## config.mk

```make
export PLATFORM = sky130hd
export DESIGN_NAME = branch_predictor_btb
export DESIGN_NICKNAME = d
export VERILOG_FILES = /design/src/rtl/branch_predictor_btb.sv
export SDC_FILE = /design/constraint.sdc
export NUM_CORES = 2
export LEC_CHECK = 0
export ABC_AREA = 1
export CAP_MARGIN = 20
export CORE_ASPECT_RATIO = 0.8
export CORE_MARGIN = 5
export CORE_UTILIZATION = 35
export CTS_CLUSTER_SIZE = 12
export DETAILED_ROUTE_END_ITERATION = 6
export DONT_BUFFER_PORTS = 1
export GPL_ROUTABILITY_DRIVEN = 0
export SYNTH_ARGS = -nofsm -noshare
export SYNTH_HDL_FRONTEND = slang
export SYNTH_SLANG_ARGS = --single-unit
```

## constraint.sdc

```tcl
create_clock -name clk -period 8.8 [get_ports clk]
set_clock_uncertainty 0.1 [all_clocks]
set_input_delay 1.76 -clock clk [delete_from_list [all_inputs] [get_ports clk]]
set_output_delay 1.76 -clock clk [all_outputs]
set_load 0.005 [all_outputs]
```

## src/rtl/branch_predictor_btb.sv

```systemverilog
// rtl/branch_predictor_btb.sv - branch target buffer with saturating-counter direction prediction
// Flop-based table, zero-latency lookup, non-speculative GHR, saturating statistics.
module branch_predictor_btb #(
  parameter int ADDR_W     = 32,
  parameter int INDEX_BITS = 4,
  parameter int CTR_BITS   = 2,
  parameter int MODE       = 0,
  parameter int CNT_W      = 16
) (
  input  logic                  clk,
  input  logic                  rst,
  input  logic [ADDR_W-1:0]     pred_pc,
  output logic                  pred_hit,
  output logic                  pred_taken,
  output logic [ADDR_W-1:0]     pred_target,
  output logic [INDEX_BITS-1:0] pred_index,
  input  logic                  upd_valid,
  input  logic [ADDR_W-1:0]     upd_pc,
  input  logic [INDEX_BITS-1:0] upd_index,
  input  logic                  upd_is_jump,
  input  logic                  upd_taken,
  input  logic [ADDR_W-1:0]     upd_target,
  input  logic                  upd_mispredict,
  output logic [CNT_W-1:0]      stat_resolved,
  output logic [CNT_W-1:0]      stat_mispred
);

  localparam int ENTRIES = 1 << INDEX_BITS;
  localparam int TAG_W   = ADDR_W - INDEX_BITS - 2;
  localparam logic [CTR_BITS-1:0] CTR_MAX = {CTR_BITS{1'b1}};
  localparam logic [CTR_BITS-1:0] CTR_WT  = {1'b1, {(CTR_BITS-1){1'b0}}};
  localparam logic [CTR_BITS-1:0] CTR_WNT = ~CTR_WT;

  logic                  valid_q  [ENTRIES];
  logic [TAG_W-1:0]      tag_q    [ENTRIES];
  logic [ADDR_W-1:0]     target_q [ENTRIES];
  logic [CTR_BITS-1:0]   ctr_q    [ENTRIES];
  logic                  jump_q   [ENTRIES];
  logic [INDEX_BITS-1:0] ghr_q;

  logic [INDEX_BITS-1:0] base;
  logic                  upd_hit;
  logic [INDEX_BITS-1:0] ghr_next;
  logic                  unused_pc_bits;

  assign unused_pc_bits = ^{pred_pc[1:0], upd_pc[INDEX_BITS+1:0]};

  // Lookup reads the registered table only, so a same-cycle update is seen one cycle later.
  always_comb begin
    base        = pred_pc[INDEX_BITS+1:2];
    pred_index  = (MODE == 1) ? (base ^ ghr_q) : base;
    pred_hit    = valid_q[pred_index] && (tag_q[pred_index] == pred_pc[ADDR_W-1:INDEX_BITS+2]);
    pred_taken  = pred_hit && (jump_q[pred_index] || ctr_q[pred_index][CTR_BITS-1]);
    pred_target = pred_taken ? target_q[pred_index] : pred_pc + ADDR_W'(4);
  end

  assign upd_hit  = valid_q[upd_index] && (tag_q[upd_index] == upd_pc[ADDR_W-1:INDEX_BITS+2]);
  assign ghr_next = (ghr_q << 1) | INDEX_BITS'(upd_taken);

  always_ff @(posedge clk) begin
    if (rst) begin
      for (int i = 0; i < ENTRIES; i++) begin
        valid_q[i]  <= 1'b0;
        tag_q[i]    <= '0;
        target_q[i] <= '0;
        ctr_q[i]    <= CTR_WNT;
        jump_q[i]   <= 1'b0;
      end
      ghr_q         <= '0;
      stat_resolved <= '0;
      stat_mispred  <= '0;
    end else begin
      if (upd_valid) begin
        if (upd_hit) begin
          if (upd_is_jump) begin
            ctr_q[upd_index]    <= CTR_MAX;
            target_q[upd_index] <= upd_target;
          end else if (upd_taken) begin
            if (ctr_q[upd_index] != CTR_MAX)
              ctr_q[upd_index] <= ctr_q[upd_index] + CTR_BITS'(1);
            target_q[upd_index] <= upd_target;
          end else if (ctr_q[upd_index] != '0) begin
            ctr_q[upd_index] <= ctr_q[upd_index] - CTR_BITS'(1);
          end
        end else if (upd_taken) begin
          valid_q[upd_index]  <= 1'b1;
          tag_q[upd_index]    <= upd_pc[ADDR_W-1:INDEX_BITS+2];
          target_q[upd_index] <= upd_target;
          jump_q[upd_index]   <= upd_is_jump;
          ctr_q[upd_index]    <= upd_is_jump ? CTR_MAX : CTR_WT;
        end
        if (!upd_is_jump)
          ghr_q <= ghr_next;
      end
      if (upd_valid && (stat_resolved != {CNT_W{1'b1}}))
        stat_resolved <= stat_resolved + CNT_W'(1);
      if (upd_valid && upd_mispredict && (stat_mispred != {CNT_W{1'b1}}))
        stat_mispred <= stat_mispred + CNT_W'(1);
    end
  end

endmodule

```

Yosys cells after proc, flatten, opt, wreduce, memory -nomap -nowiden
Memories as Yosys holds them, arrays and structs flattened.
Index checks and enable logic that the tools add are counted.

operators by class
  add/subtract/negate cells = 5
  equal/unequal tests = 5
  mux-type cells = 53
  bitwise gates (word level) = 5
  reduce and logical (&&, ||, !) cells = 13

operators with widths
  operator                                           number
  two-way mux 32 bit                                 4
  equality test 26 bit                               2
  two-way mux 1 bit                                  39
  adder 16 x 1 -> 16 bit (second input constant)     2
  adder 32 x 3 -> 32 bit (second input constant)     1
  inequality test 16 bit (second input constant)     2
  OR reduction 32 bit                                1
  two-way mux 26 bit                                 1
  OR reduction 26 bit                                1
  two-way mux 4 bit                                  5
  two-way mux 2 bit                                  4
  logical AND 1 bit                                  6
  OR 1 bit                                           5
  adder 2 x 1 -> 2 bit (second input constant)       1
  inequality test 2 bit (second input constant)      1
  nonzero test 2 bit                                 1
  OR reduction 1 bit                                 2
  OR reduction 2 bit                                 1
  subtractor 2 x 1 -> 2 bit (second input constant)  1
  logical OR 1 bit                                   1

word-level totals
  register bits after elaboration = 32
  bits in writable memories = 992
  bits of input ports = 106
  logic and storage cells = 88
  memories = 5

memory list
  name      words  bits a word  rd ports  clocked after memory_dff  wr ports  RTL line  source
  target_q  16     32           1         0                         16        36        logic [ADDR_W-1:0] target_q [ENTRIES];
  tag_q     16     26           2         0                         16        35        logic [TAG_W-1:0] tag_q [ENTRIES];
  ctr_q     16     2            2         0                         16        37        logic [CTR_BITS-1:0] ctr_q [ENTRIES];
  jump_q    16     1            1         0                         16        38        logic jump_q [ENTRIES];
  valid_q   16     1            2         0                         16        34        logic valid_q [ENTRIES];

Depth between registers and ports, before layout
An unclocked memory read counts as a cell.

  word-level depth = 14
  mapped depth = 26

Worst setup path after synthesis
OpenSTA, ideal clock, no wires.

  path kind = input to output
  start point = in pred_pc[3]
  end point = out pred_target[31]
  arrival = 3.945 ns
  data required time = 6.940 ns
  setup slack = 2.995 ns
  stages = 17
  cell sequence = buf_2 > buf_2 > buf_4 > nand3_1 > nor2_1 > nand2_1 > nor2_1 > inv_1 > nor2_1 > nand3_1 > nor4_1 > nand3_1 > nor2_1 > nand2_1 > xor2_1 > nand2_1 > nand2_1

on the way
  longest elaborated chain between the ends = 5

ends and longest elaborated chain
  element                    RTL line  source
  start: declaration         12        input logic [ADDR_W-1:0] pred_pc,
  memory read (16 x 26 bit)  n/a
  equality test 26 bit       52        pred_hit = valid_q[pred_index] && (tag_q[pred_index] == pred_pc[ADDR_W-1:INDEX_BITS+2]);
  logical AND 1 bit          52
  logical AND 1 bit          53        pred_taken = pred_hit && (jump_q[pred_index] || ctr_q[pred_index][CTR_BITS-1]);
  two-way mux 32 bit (*)     54        pred_target = pred_taken ? target_q[pred_index] : pred_pc + ADDR_W'(4);
  end: declaration           15        output logic [ADDR_W-1:0] pred_target,

Every way passes the cells marked *; elsewhere a longest branch is shown, timed or not.

Worst setup path in the final report
  start point = in pred_pc[2]
  end point = out pred_target[11]

on the way
  longest elaborated chain between the ends = 5

ends and longest elaborated chain
  element                    RTL line  source
  memory read (16 x 26 bit)  n/a
  equality test 26 bit       52
  logical AND 1 bit          52
  logical AND 1 bit (*)      53
  named net pred_taken       14        output logic pred_taken,
  two-way mux 32 bit (*)     54

The timed path passes the listed nets; every way through them passes the cells marked *.

==> impl_metrics.ini <==
[logic_synthesis]
synthSimpleGateAreaFrac_pct = 23.7
yosysWarnings = 0
syn_inst = 6047
async_flop_share_pct = 0
ys_seq_elements = 1024
ys_dominant_reg_cell = edfxtp_1
synth_top_family_by_area = simple AND/OR/NAND/NOR gates
syn_area_mm2 = 0.0520
seq_area_frac_synth_pct = 58.3
syn-num-nets = 6158
synth-edff-count = 976
syn_avg_cell_area_um2 = 8.59
synth_xor_area_share_pct = 0.573
synth_fa_ha_area_share_pct = 0.120
synth.area.mux_share_pct = 0
yosysUniqueCellTypes = 50
synth-compound-area-share_pct = 11.2

[timing]
worst_pin_slew_ns = 1.89
fmax_ghz = 0.120
max-slew-margin-rel_pct = -25.7
timing.final.crit_share_pct = 95.0
final_hold_viol_count = 0
fin_tns_setup_ns = 0
final_max_slew_viol_count = 254
fin_crit_ns = 8.36
final-setup-viol-count = 0
rsz0062_at_grt = no

[drt]
dr.first_iter.drc_count = 6220
ant_nets = 0
dr.pass1.iters = 7
wl_per_cell_um = 24.1
num_vias = 43930
avgViaCountPerCell = 5.57
drt_drc_violations_left = 4
routed_wl_mm = 190

[critical_path]
slowest_delay_ns = 0.79
path_class = in -> out
critPathLaunchType = input port
crit_chain = inv_8 -> buf_4 -> nor2_1 -> o211ai_1 -> nand3_1 -> nand2_1 -> xor2_1 -> nand2_1 -> nor2_1 -> nand2_1 -> nor2_1 -> nand3_1 -> inv_2 -> nand2_1 -> nand2_1
path_common_cell = nand2_1
reg2reg_to = target_q[15][29]
r2r-start = tag_q[12][25]
cp_max_fo = 376
slowest_stage = inv_8
r2r_slack_ns = 4.42
end_kind = primary output
cp.arrival_ns = 6.50
required_ns = 6.94
reg2reg_depth = 18

[global_routing]
grt_pass1_vias = 40015
grt_max_degree = 377
track_usage_pct = 23.4
grt_pass1_wl_mm = 272
antenna_found_initial = 8
gr-total-overflow = 0

[clock_network]
cts-buffers-inserted = 108
cts_hold_buf = 0
clock_latency_ns = 0.78
cts_root_buf = clkbuf_16
clock_path_buffers = 3
clock-sinks = 1024
cts_resized = 0
path_clk_slew_ns = 0.06
cts_tree = done
post_cts_buffers = 0
cts.htree.levels = 3

[die]
rows = 126
start_util_pct = 35.2
die_area_mm2 = 0.156
core-area_mm2 = 0.148
floorplan.io_pins = 176
die_w_um = 441
die_h_um = 355

[place]
port_buffers = 0
place_area_mm2 = 0.0533
dp_hpwl_mm = 110

[power_and_ir_drop]
p_leak_nw = 22.0
power_density_mw_per_mm2 = 197
ir_worst_vdd_v = 0.000195

[run]
max-cap-violations = 0

[worst_hold_path]
hold-path-endpoint = valid_q[0]
min_from = valid_q[0]
hold_path_depth = 2
hp-class = reg -> reg

[cells_and_area]
nets = 5907
syn2layout_area_growth_pct = 9.29
postLayoutCellArea_mm2 = 0.0568
drive_gt1_share_pct = 5.03

[run_status]
violations = design-rule violations, max-slew violations
outcome = complete, but fails checks
==> worst max-delay path: cells and delay by family <==
family	cells	cell delay (ns)
buf+inv	3	1.83
compound gates	1	0.25
xor+xnor	1	0.25
simple gates	10	1.85
==> Yosys cell counts (all sizes together) (3+ instances only) <==
master	count	area [µm²]
inv	298	1120
a22oi	16	120
edfxtp	976	29300
clkbuf	240	901
nor3	38	190
o221ai	54	473
o22ai	90	563
xor2	32	280
nor3b	3	22.5
a221oi	6	52.6
nor4	3	18.8
ha	5	62.6
a211oi	4	30.0
o311ai	3	26.3
buf	217	1120
dfxtp	48	961
nand4	40	250
clkinv	23	86.3
o211ai	43	323
nand3	153	776
a21o	5	37.5
a21oi	146	731
nor2	1516	5710
o21ai	672	3360
o211a	4	40.0
nand2	1397	5280
==> worst max path at each step <==
stage                     depth (start not counted)        from  slack (ns)              end
after floorplan                                  17  pred_pc[3]        2.99  pred_target[31]
after global placement                           15  pred_pc[2]        1.13  pred_target[11]
after detailed placement                         14  pred_pc[2]        1.14  pred_target[11]
after CTS                                        14  pred_pc[2]        1.13  pred_target[11]
after global routing                             18  pred_pc[2]        0.57   pred_target[7]
final                                            15  pred_pc[2]        0.44  pred_target[11]
==> state kept, by name, summed over array words and instances, names as in the netlist <==
signal / count
jump_q: 16
target_q: 512
tag_q: 416
stat_mispred: 16
ctr_q: 32
valid_q: 16
stat_resolved: 16
==> layout make-up <==
type                            instances  area, µm²
Fill cell                           14753      90800
Sequential cell                      1024      30300
Inverter                              321       1220
Timing Repair Buffer                   96        871
Antenna cell                           19       47.5
Tap cell                             1984       2480
Clock buffer                          154       2930
Multi-Input combinational cell       4245      18600
Clock inverter                         39        402
==> cells in the final DEF (no fill, tap or decap), types with 43 or more instances in the layout <==
cell,count
o21ai_0,638
dfxtp_1,48
nand3_1,151
edfxtp_1,976
nand2_1,1360
o221ai_1,54
clkbuf_16,108
a21oi_1,146
o211ai_1,43
buf_4,84
nor2_1,1508
o22ai_1,90
inv_1,287
==> per-layer routing <==
metal / routed length (µm) / vias up / track usage, %
li1: - / 19663 / -
met5: 0 / - / 0
met4: 11500 / 0 / 12.9
met1: 74100 / 20978 / 32.0
met2: 81600 / 2798 / 34.7
met3: 22600 / 491 / 5.13
==> power by group <==
group,total [mW],switching (mW),internal (mW)
Sequential,5.66,0.0843,5.58
Combinational,1.11,0.826,0.281
Clock,4.42,2.03,2.39
Total,11.2,2.94,8.25
==> cells by family after synthesis <==
logic type               Yosys count
AND/OR/NAND/NOR                 3158
adder cells (fa/ha/maj)            5
XOR/XNOR                          34
AO/OA/AOI/OAI                   1048
buffers and inverters            778
flip-flops                      1024
==> per-stage QoR <==
stage               instances  setup slack (ns)  power, mW  hold slack (ns)  util (%)
finish                   7882             0.438       11.2            0.366      38.5
CTS                      7860              1.13       11.2            0.361      38.4
global route             7876             0.570       11.5            0.390      38.5
global placement         7664              1.13       6.81            0.347      36.1
floorplan                6047              2.99       6.49            0.338         -
detailed placement       7667              1.14       6.83            0.350      36.1
Power figures use the tool's default switching activity.
